File: config.mk
export PLATFORM = sky130hd
export DESIGN_NAME = wi_fetch_sched
export DESIGN_NICKNAME = d
export VERILOG_FILES = /design/src/rtl/wi_pkg.sv /design/src/rtl/wi_fetch_sched_rr_arbiter.sv /design/src/rtl/wi_fetch_sched.sv
export SDC_FILE = /design/constraint.sdc
export NUM_CORES = 1
export LEC_CHECK = 0
export CAP_MARGIN = 30
export CORE_UTILIZATION = 48
export CTS_BUF_LIST = sky130_fd_sc_hd__clkbuf_4
export DETAILED_ROUTE_END_ITERATION = 7
export PLACE_DENSITY = 0.92
export SYNTH_ARGS = -nofsm -noshare
export SYNTH_HDL_FRONTEND = slang
export SYNTH_SLANG_ARGS = --single-unit
File: constraint.sdc
create_clock -name CS -period 3.4 [get_ports CS]
set_input_delay 0.68 -clock CS [delete_from_list [all_inputs] [get_ports CS]]
set_output_delay 0.68 -clock CS [all_outputs]
set_load 0.01 [all_outputs]
File: src/rtl/wi_pkg.sv
`default_nettype none
// ============================================================================
//  Module      : wi_pkg
//  Description : Shared types, default dimensions and helpers for the Wi
//                weight-ROM fetch scheduler.
//  Contents    : state_t        - scheduler FSM states
//                *_DEF          - default NREQ / AW / DW / ROM_LAT values
//                len_decode()   - burst-length decode, 0 means 2**aw beats
//  Revision    : 1.0  initial release
// ============================================================================
package wi_pkg;

    typedef enum logic [1:0] {
        IDLE  = 2'd0,
        ISSUE = 2'd1,
        DRAIN = 2'd2
    } state_t;

    localparam int NREQ_DEF    = 4;
    localparam int AW_DEF      = 8;
    localparam int DW_DEF      = 8;
    localparam int ROM_LAT_DEF = 1;

    // Widest address the length helper handles; callers use AW <= LEN_MAX_W.
    localparam int LEN_MAX_W = 16;

    // A zero length field encodes a full sweep of the ROM (2**aw beats),
    // so the result is one bit wider than the field.
    function automatic logic [LEN_MAX_W:0] len_decode(input logic [LEN_MAX_W-1:0] len,
                                                      input int unsigned aw);
        logic [LEN_MAX_W:0] res;
        if (len == '0)
            res = (LEN_MAX_W+1)'(1) << aw;
        else
            res = {1'b0, len};
        return res;
    endfunction

endpackage : wi_pkg
`default_nettype wire

File: src/rtl/wi_fetch_sched_rr_arbiter.sv
`default_nettype none
// ============================================================================
//  Module      : rr_arbiter
//  Description : Combinational round-robin picker. Selects the first set
//                request at or after the pointer, wrapping around.
//  Ports       : req   in  NREQ  request vector
//                ptr   in  PW    highest-priority requester index
//                en    in  1     arbitration enable; grant is zero when low
//                grant out NREQ  one-hot winner (or zero)
//                idx   out PW    winner index (0 when no winner)
//  Revision    : 1.0  initial release
// ============================================================================
module rr_arbiter #(
    parameter int NREQ = 4,
    parameter int PW   = (NREQ > 1) ? $clog2(NREQ) : 1
) (
    input  logic [NREQ-1:0] req,
    input  logic [PW-1:0]   ptr,
    input  logic            en,
    output logic [NREQ-1:0] grant,
    output logic [PW-1:0]   idx
);

    logic          found;
    logic [PW:0]   sum;
    logic [PW-1:0] cand;

    always_comb begin
        grant = '0;
        idx   = '0;
        found = 1'b0;
        sum   = '0;
        cand  = '0;
        for (int i = 0; i < NREQ; i++) begin
            // Candidate index (ptr + i) mod NREQ; ptr is always < NREQ so a
            // single conditional subtract is enough.
            sum = {1'b0, ptr} + (PW+1)'(i);
            if (sum >= (PW+1)'(NREQ))
                sum = sum - (PW+1)'(NREQ);
            cand = sum[PW-1:0];
            if (en && !found && req[cand]) begin
                found       = 1'b1;
                grant[cand] = 1'b1;
                idx         = cand;
            end
        end
    end

endmodule : rr_arbiter
`default_nettype wire

File: src/rtl/wi_fetch_sched.sv
`default_nettype none
// ============================================================================
//  Module      : wi_fetch_sched
//  Description : Time-shares the Wi weight ROM among NREQ requesters. A
//                round-robin winner gets a burst of consecutive ROM reads;
//                returned weights are streamed back tagged with beat index,
//                last flag and a completion pulse.
//  Ports       : CS        in   clock (rising edge)
//                cen       in   asynchronous active-low reset
//                req       in   per-requester request level
//                req_base  in   start address, slice i for requester i
//                req_len   in   burst length, slice i (0 = 2**AW)
//                grant     out  one-hot owner of current burst
//                busy      out  burst in progress
//                rom_add   out  registered ROM address
//                rom_data  in   ROM read data
//                wt_valid  out  wt_data / wt_idx / wt_last valid
//                wt_data   out  weight (rom_data passed through)
//                wt_idx    out  beat index within burst
//                wt_last   out  final beat of burst
//                done      out  one-cycle burst-complete pulse
//  Revision    : 1.0  initial release
// ============================================================================
module wi_fetch_sched
    import wi_pkg::*;
#(
    parameter int NREQ    = NREQ_DEF,
    parameter int AW      = AW_DEF,
    parameter int DW      = DW_DEF,
    parameter int ROM_LAT = ROM_LAT_DEF
) (
    input  logic              CS,
    input  logic              cen,
    input  logic [NREQ-1:0]   req,
    input  logic [NREQ*AW-1:0] req_base,
    input  logic [NREQ*AW-1:0] req_len,
    output logic [NREQ-1:0]   grant,
    output logic              busy,
    output logic [AW-1:0]     rom_add,
    input  logic [DW-1:0]     rom_data,
    output logic              wt_valid,
    output logic [DW-1:0]     wt_data,
    output logic [AW-1:0]     wt_idx,
    output logic              wt_last,
    output logic              done
);

    localparam int PW = (NREQ > 1) ? $clog2(NREQ) : 1;

    state_t          state, state_nxt;
    logic [PW-1:0]   ptr;
    logic [NREQ-1:0] arb_grant;
    logic [PW-1:0]   arb_idx;
    logic            arb_hit;

    logic [AW:0]     remaining;   // beats still to issue, up to 2**AW
    logic [AW-1:0]   beat;        // index of the address currently issued
    logic            issue;
    logic            issue_last;

    logic [ROM_LAT-1:0] vld_pipe;
    logic [ROM_LAT-1:0] last_pipe;
    logic [AW-1:0]      idx_pipe [ROM_LAT];

    logic [AW-1:0]   sel_base;
    logic [AW-1:0]   sel_len;

    // ------------------------------------------------------------------
    // Arbitration: only meaningful while idle
    // ------------------------------------------------------------------
    rr_arbiter #(
        .NREQ (NREQ),
        .PW   (PW)
    ) u_arb (
        .req   (req),
        .ptr   (ptr),
        .en    (state == IDLE),
        .grant (arb_grant),
        .idx   (arb_idx)
    );

    assign arb_hit  = |arb_grant;
    assign sel_base = req_base[arb_idx*AW +: AW];
    assign sel_len  = req_len [arb_idx*AW +: AW];

    assign issue      = (state == ISSUE);
    assign issue_last = issue && (remaining == (AW+1)'(1));

    // ------------------------------------------------------------------
    // FSM
    // ------------------------------------------------------------------
    always_ff @(posedge CS or negedge cen) begin
        if (!cen)
            state <= IDLE;
        else
            state <= state_nxt;
    end

    always_comb begin
        state_nxt = state;
        unique case (state)
            IDLE:    if (arb_hit)              state_nxt = ISSUE;
            ISSUE:   if (issue_last)           state_nxt = DRAIN;
            // Leave once the final beat is on the output; done follows.
            DRAIN:   if (wt_last)              state_nxt = IDLE;
            default:                           state_nxt = IDLE;
        endcase
    end

    // ------------------------------------------------------------------
    // Burst datapath: grant, address counter, beat counter, pointer
    // ------------------------------------------------------------------
    always_ff @(posedge CS or negedge cen) begin
        if (!cen) begin
            grant     <= '0;
            rom_add   <= '0;
            remaining <= '0;
            beat      <= '0;
            ptr       <= '0;
            done      <= 1'b0;
        end else begin
            done <= 1'b0;
            unique case (state)
                IDLE: begin
                    if (arb_hit) begin
                        grant     <= arb_grant;
                        rom_add   <= sel_base;
                        remaining <= (AW+1)'(len_decode(LEN_MAX_W'(sel_len), AW));
                        beat      <= '0;
                        ptr       <= (arb_idx == PW'(NREQ-1)) ? '0 : arb_idx + PW'(1);
                    end
                end
                ISSUE: begin
                    remaining <= remaining - (AW+1)'(1);
                    beat      <= beat + AW'(1);
                    // Hold the final address rather than running one past
                    // the burst; rom_add then stays put through idle.
                    if (!issue_last)
                        rom_add <= rom_add + AW'(1);
                end
                DRAIN: begin
                    if (wt_last) begin
                        grant <= '0;
                        done  <= 1'b1;
                    end
                end
                default: ;
            endcase
        end
    end

    // ------------------------------------------------------------------
    // Return-path alignment: the issue strobe and its tags are delayed by
    // the ROM read latency so they line up with rom_data.
    // ------------------------------------------------------------------
    always_ff @(posedge CS or negedge cen) begin
        if (!cen) begin
            vld_pipe  <= '0;
            last_pipe <= '0;
            for (int s = 0; s < ROM_LAT; s++)
                idx_pipe[s] <= '0;
        end else begin
            vld_pipe[0]  <= issue;
            last_pipe[0] <= issue_last;
            idx_pipe[0]  <= issue ? beat : '0;
            for (int s = 1; s < ROM_LAT; s++) begin
                vld_pipe[s]  <= vld_pipe[s-1];
                last_pipe[s] <= last_pipe[s-1];
                idx_pipe[s]  <= idx_pipe[s-1];
            end
        end
    end

    assign wt_valid = vld_pipe[ROM_LAT-1];
    assign wt_last  = last_pipe[ROM_LAT-1];
    assign wt_idx   = idx_pipe[ROM_LAT-1];
    assign wt_data  = rom_data;
    assign busy     = |grant;

endmodule : wi_fetch_sched
`default_nettype wire
==> Word-level counts from Yosys, hierarchy flattened <==
Index checks and enable logic that the tools add are counted.
{ "classes": {"magnitude_cmp": 12, "shift": 2, "add_sub_neg": 11, "muxes": 50, "bitwise": 3, "eq_ne": 8, "n_reduce_logical": 26} }
{ "ops": {"columns": ["operator", "n"], "rows": [
  ["$shiftx 32x6->8", 2],
  ["$mux 8", 4],
  ["$pmux 8 s2", 2],
  ["$mux 2", 12],
  ["$mux 4", 6],
  ["$mux 9", 2],
  ["$pmux 9 s2", 1],
  ["$add 8x1->8 const B", 2],
  ["$mux 1", 13],
  ["$logic_and 1x1->1", 12],
  ["$lt 2x3->1 const B", 4],
  ["$or 4x4->4", 3],
  ["$eq 9x1->1 const B", 1],
  ["$ge 3x3->1 const B", 3],
  ["$reduce_and 3->1", 3],
  ["$sub 9x1->9 const B", 1],
  ["$bmux 1 s2", 4],
  ["$demux 1 s2", 4],
  ["$ge 2x1->1 const B", 4],
  ["$logic_not 8->1", 1],
  ["$pmux 4 s2", 1],
  ["$reduce_or 4->1", 2],
  ["$sub 2x1->2 const B", 4],
  ["$add 2x2->3 const B", 2],
  ["other kinds (12)", 19]
]} }
{ "totals": {"inputBits": 78, "word_cells": 122, "regBits": 44} }

==> Longest topological paths before layout <==
{ "depth": {"depth_word": 23, "depth_mapped": 14, "depth_no_buf": 10} }

==> Hierarchy <==
From an unflattened synthesis, not the netlist that was laid out.
{ "unflattened": {"hier_cells": 296, "hier_area_um2": 3086.7} }
{ "modules_own_cells": {"columns": ["module", "seq_area_each_um2", "cells_per_inst", "area_per_inst_um2", "n_inst"], "rows": [
  ["wi_fetch_sched", 1101.1, 233, 2555.0, 1],
  ["rr_arbiter", 0.0, 63, 531.8, 1]
]} }

==> Worst setup path before layout <==
OpenSTA, ideal clock, no wires.
{ "synth_path": {"path_type": "register to register", "from": "reg ptr[0]", "to": "reg rom_add[7]", "n_path_buf": 4, "t_arrival_ns": 2.957, "path_stages_with_launch": 15, "setup_ns": 0.123, "synth_period_minus_slack_ns": 3.080, "setup_slack_ns": 0.320, "path_cell_list": "dfrtp_1 buf_6 inv_1 ha_1 buf_2 mux4_2 nor2b_2 a22o_1 a22oi_1 and4_1 buf_6 nand2_2 buf_6 a21oi_1 a21oi_1"} }
{ "synth_between": {"elab_chain_cells": 21, "word_cells_on_any_way": 73, "classes_between": "add/sub (7); order compare (12); eq/ne (1); shift (1); mux (33); bitwise (3); reduce/logical (16)"} }
{ "synth_rtl": {"columns": ["item", "line_no", "rtl"], "rows": [
  ["start: declaration", "wi_fetch_sched.sv:51", "logic [PW-1:0] ptr;"],
  ["start signal: assignment", "wi_fetch_sched.sv:130", "ptr <= (arb_idx == PW'(NREQ-1)) ? '0 : arb_idx + PW'(1);"],
  ["$ge 2x3->1 / $sub 2x1->2 (equally long branches)", "wi_fetch_sched_rr_arbiter.sv:38, wi_fetch_sched_rr_arbiter.sv:39", null],
  ["$mux 2", "wi_fetch_sched_rr_arbiter.sv:38", "if (sum >= (PW+1)'(NREQ))"],
  ["$bmux 1 s2", "wi_fetch_sched_rr_arbiter.sv:41", "if (en && !found && req[cand]) begin"],
  ["$mux 1 (implied by the code)", "wi_fetch_sched_rr_arbiter.sv:41", null],
  ["$logic_and 1x1->1", "wi_fetch_sched_rr_arbiter.sv:41", null],
  ["$mux 1", "wi_fetch_sched_rr_arbiter.sv:41", null],
  ["$logic_not 1->1", "wi_fetch_sched_rr_arbiter.sv:41", null],
  ["$logic_and 1x1->1 (2 in a row)", "wi_fetch_sched_rr_arbiter.sv:41", null],
  ["(+2 left out)", null, null],
  ["$logic_and 1x1->1 (2 in a row)", "wi_fetch_sched_rr_arbiter.sv:41", null],
  ["$mux 1", "wi_fetch_sched_rr_arbiter.sv:41", null],
  ["$logic_not 1->1", "wi_fetch_sched_rr_arbiter.sv:41", null],
  ["$logic_and 1x1->1 (2 in a row)", "wi_fetch_sched_rr_arbiter.sv:41", null],
  ["$mux 2 / $mux 4 (equally long branches)", "wi_fetch_sched_rr_arbiter.sv:41", null],
  ["$shiftx 32x6->8 / $reduce_or 4->1 (equally long branches)", "wi_fetch_sched.sv:83, wi_fetch_sched.sv:82", null],
  ["$mux 8 / $ne 2x2->1 (equally long branches)", null, null],
  ["$pmux 8 s2 / $reduce_and 3->1 (equally long branches)", null, null],
  ["end signal: assignment", "wi_fetch_sched.sv:127", "rom_add <= sel_base;"],
  ["end signal: assignment", "wi_fetch_sched.sv:139", "rom_add <= rom_add + AW'(1);"],
  ["end: declaration", "wi_fetch_sched.sv:39", "output logic [AW-1:0] rom_add,"]
]} }
Several ways; a longest one is shown, not always the timed one. The select of a mux whose other input is x is not followed.
A chain may end at the register's enable or synchronous reset.

==> Final worst setup path <==
{ "layout_path": {"from": "reg ptr[1]", "to": "reg rom_add[2]"} }
The elaborated chain is that of the path after synthesis.

==> impl_metrics.toml <==
[synth]
ys_ff_latch = 44
seq_area_frac_synth_pct = 33.4
synth-async-reset-ratio_pct = 100
synth.distinct_cells = 55
ys_warn_count = 0
synth-edff-count = 0
synthesis.area_um2 = 3300
syn-num-nets = 443
ys.flop_type = "dfrtp_1"
synthCells = 353
avgSynthCellArea_um2 = 9.35

[floorplanning]
dieHeight_um = 84.9
start_util_pct = 50.8
die_w_um = 84.9
num_io_pins = 110
core_um2 = 6490
placement_rows = 29
die_area_um2 = 7210

[power_and_ir_drop]
p_total_mw = 1.00
powerDensity_nw_per_um2 = 231
power.leakage_nw = 1.73
peakVddDrop_mv = 0.160

[min_path]
hold_path.class = "primary input to async pin"

[cells_and_area]
final_nets = 532
areaGrowthSynthToFinish_pct = 31.6
layout_common_cells = "92 x clkdlybuf4s50_1, 44 x dfrtp_1, 37 x nand2_1"
design_area_um2 = 4340
antennaDiodeCount = 0
layoutNonFillerInstCount = 520
final_common_cell = "clkdlybuf4s50_1"
drive_gt1_share_pct = 14.9

[global_routing]
grt_pass1_wl_um = 14000
grt_use_met3_pct = 3.70
top_usage_layer = "met2"
globalRouteOverflowTotal = 0
use_met2_pct = 41.3
grt_start_max_net_pins = 45
grt_usage_pct = 23.7
grt_pass1_vias = 3095
met1_usage_pct = 30.4
antenna_found_initial = 0

[clock_network]
ctsHoldBuffers = 0
cts_buffers = 5
cts-htree-levels = 2
root_buffer = "clkbuf_4"
cts.sinks = 44
clk_latency_ns = 0.37
cts_setup_buffers = 0
clk_path_buf_depth = 2
clk_pin_slew_ns = 0.15
cts_tree = "built"

[place]
hpwl_um = 6050
pre_cts_ws_ns = -0.108
place_area_um2 = 4240
gp_congestion = 0.880
port_buffers = 93
placed_cells = 511

[sta]
min_period_ns = 3.21
max_freq_mhz = 311
rsz0062_at_grt = "false"
slew_viol_final = 0
tightest_slew_ns = 0.687
final-hold-violation-count = 0
post-route-period-util_pct = 94.5
setup_violations = 0
slew_headroom_pct = 53.9
fin_ws_ns = 0.188
hold_slack_ns = 0.218
fin_worst_skew_ns = 0.0206

[setup_path]
path_class = "register to register"
cp-startpoint = "ptr[1]$_DFFE_PN0P_"
crit_fanout = 15
rr_startpoint = "ptr[1]$_DFFE_PN0P_"
critPathArrivalTime_ns = 3.47
rrSetupSlack_ns = 0.19
critPathLaunchType = "register"
worstPathRequired_ns = 3.66
endpoint_kind = "register"

[status]
violations = "design-rule violations"
status = "finished with violations"

[route]
firstDrtPassIters = 7
avgRoutedWirePerCell_um = 15.3
detail_route.drc_violations = 6
detail_route.iter0.violations = 225
num_vias = 3036
ant_nets = 0
vias_per_cell = 5.84
wirelength_um = 7960

[run]
max_cap_viol_count = 0
## cells by family after synthesis
| family | after synthesis | share of synthesized area [%] |
|---|---|---|
| buffers and inverters | 43 | 7.96 |
| xor gates and xnor gates | 4 | 1.06 |
| and+or+nand+nor | 113 | 17.7 |
| adders and majority gates | 12 | 4.55 |
| muxes | 31 | 11.5 |
| AOI/OAI and AO/OA | 106 | 23.9 |
| DFF | 44 | 33.4 |
## per-layer routing
layer  routed length [µm]  vias to the layer above
met5                    0                        -
met4                  103                        0
met3                  466                       11
met2                 3950                      135
met1                 3430                     1428
li1                     -                     1462
## power by group
part	total (mW)	leakage (nW)	internal (mW)	switching, mW
Combinational	0.143	1.17	0.0937	0.0493
Clock	0.335	0.0412	0.153	0.182
Sequential	0.523	0.515	0.523	0
Total	1.00	1.73	0.770	0.231
## through the flow
stage               TNS, ns  util (%)
detailed placement   -0.610      65.3
finish                    0      66.8
global placement    -0.0481      65.3
floorplan                 0         -
CTS                       0      66.5
global route              0      66.8
## layout make-up
class / instances / area [µm²]
Inverter: 17 / 63.8
Timing Repair Buffer: 108 / 1060
Multi-Input combinational cell: 266 / 1940
Clock inverter: 3 / 42.5
Sequential cell: 44 / 1100
Clock buffer: 5 / 37.5
Tap cell: 77 / 96.3
Fill cell: 518 / 2150
## final timing paths
| path | end | cells past startpoint |
|---|---|---|
| max | rom_add[2]$_DFFE_PN0P_ | 10 |
| min | wt_idx[3]$_DFF_PN0_ | 1 |
| max reg2reg | rom_add[2]$_DFFE_PN0P_ | 10 |
| min reg2reg | beat[7]$_DFFE_PN0P_ | 1 |
| max in group asynchronous | grant[3]$_DFFE_PN0P_ | 2 |
| min in group CS | beat[7]$_DFFE_PN0P_ | 1 |
## state kept, by name (all words and copies together) (netlist names)
name,count
done,1
state,2
ptr,2
wt_last,1
rom_add,8
wt_valid,1
wt_idx,8
remaining,9
beat,8
grant,4
## repair_timing
action / 4_1_cts / 5_1_grt
hold endpoints to repair: 0 / 0
gates resized for setup: 0 / 1
setup endpoints to repair: 0 / 3
## cells in the mapped netlist (all sizes together), types with 4 or more instances
master	number	share of area (%)
a21oi	19	3.1
a22o	9	2.4
a22oi	5	1.1
and2	10	2.0
and3	4	0.76
buf	21	5.5
clkbuf	5	0.57
dfrtp	44	33
ha	12	4.6
inv	17	1.9
mux2	4	1.4
mux2i	22	6.7
mux4	5	3.4
nand2	38	4.4
nand2b	6	1.1
nand3	13	2.0
nand4	4	0.76
nor2	21	2.5
nor2b	4	1.1
nor3	6	0.91
o211ai	16	4.1
o21a	4	0.95
o21ai	36	7.6
## worst max-delay path, cell delays in order, from the launching register on
cell       delay [ns]
dfrtp_1          0.37
inv_1            0.13
ha_1             0.51
mux4_2           0.61
nor2b_2          0.20
a22o_1           0.20
a22oi_1          0.20
and4_2           0.36
nand2_2          0.21
o21a_1           0.19
a2bb2oi_1        0.13
Power figures use the tool's default switching activity.
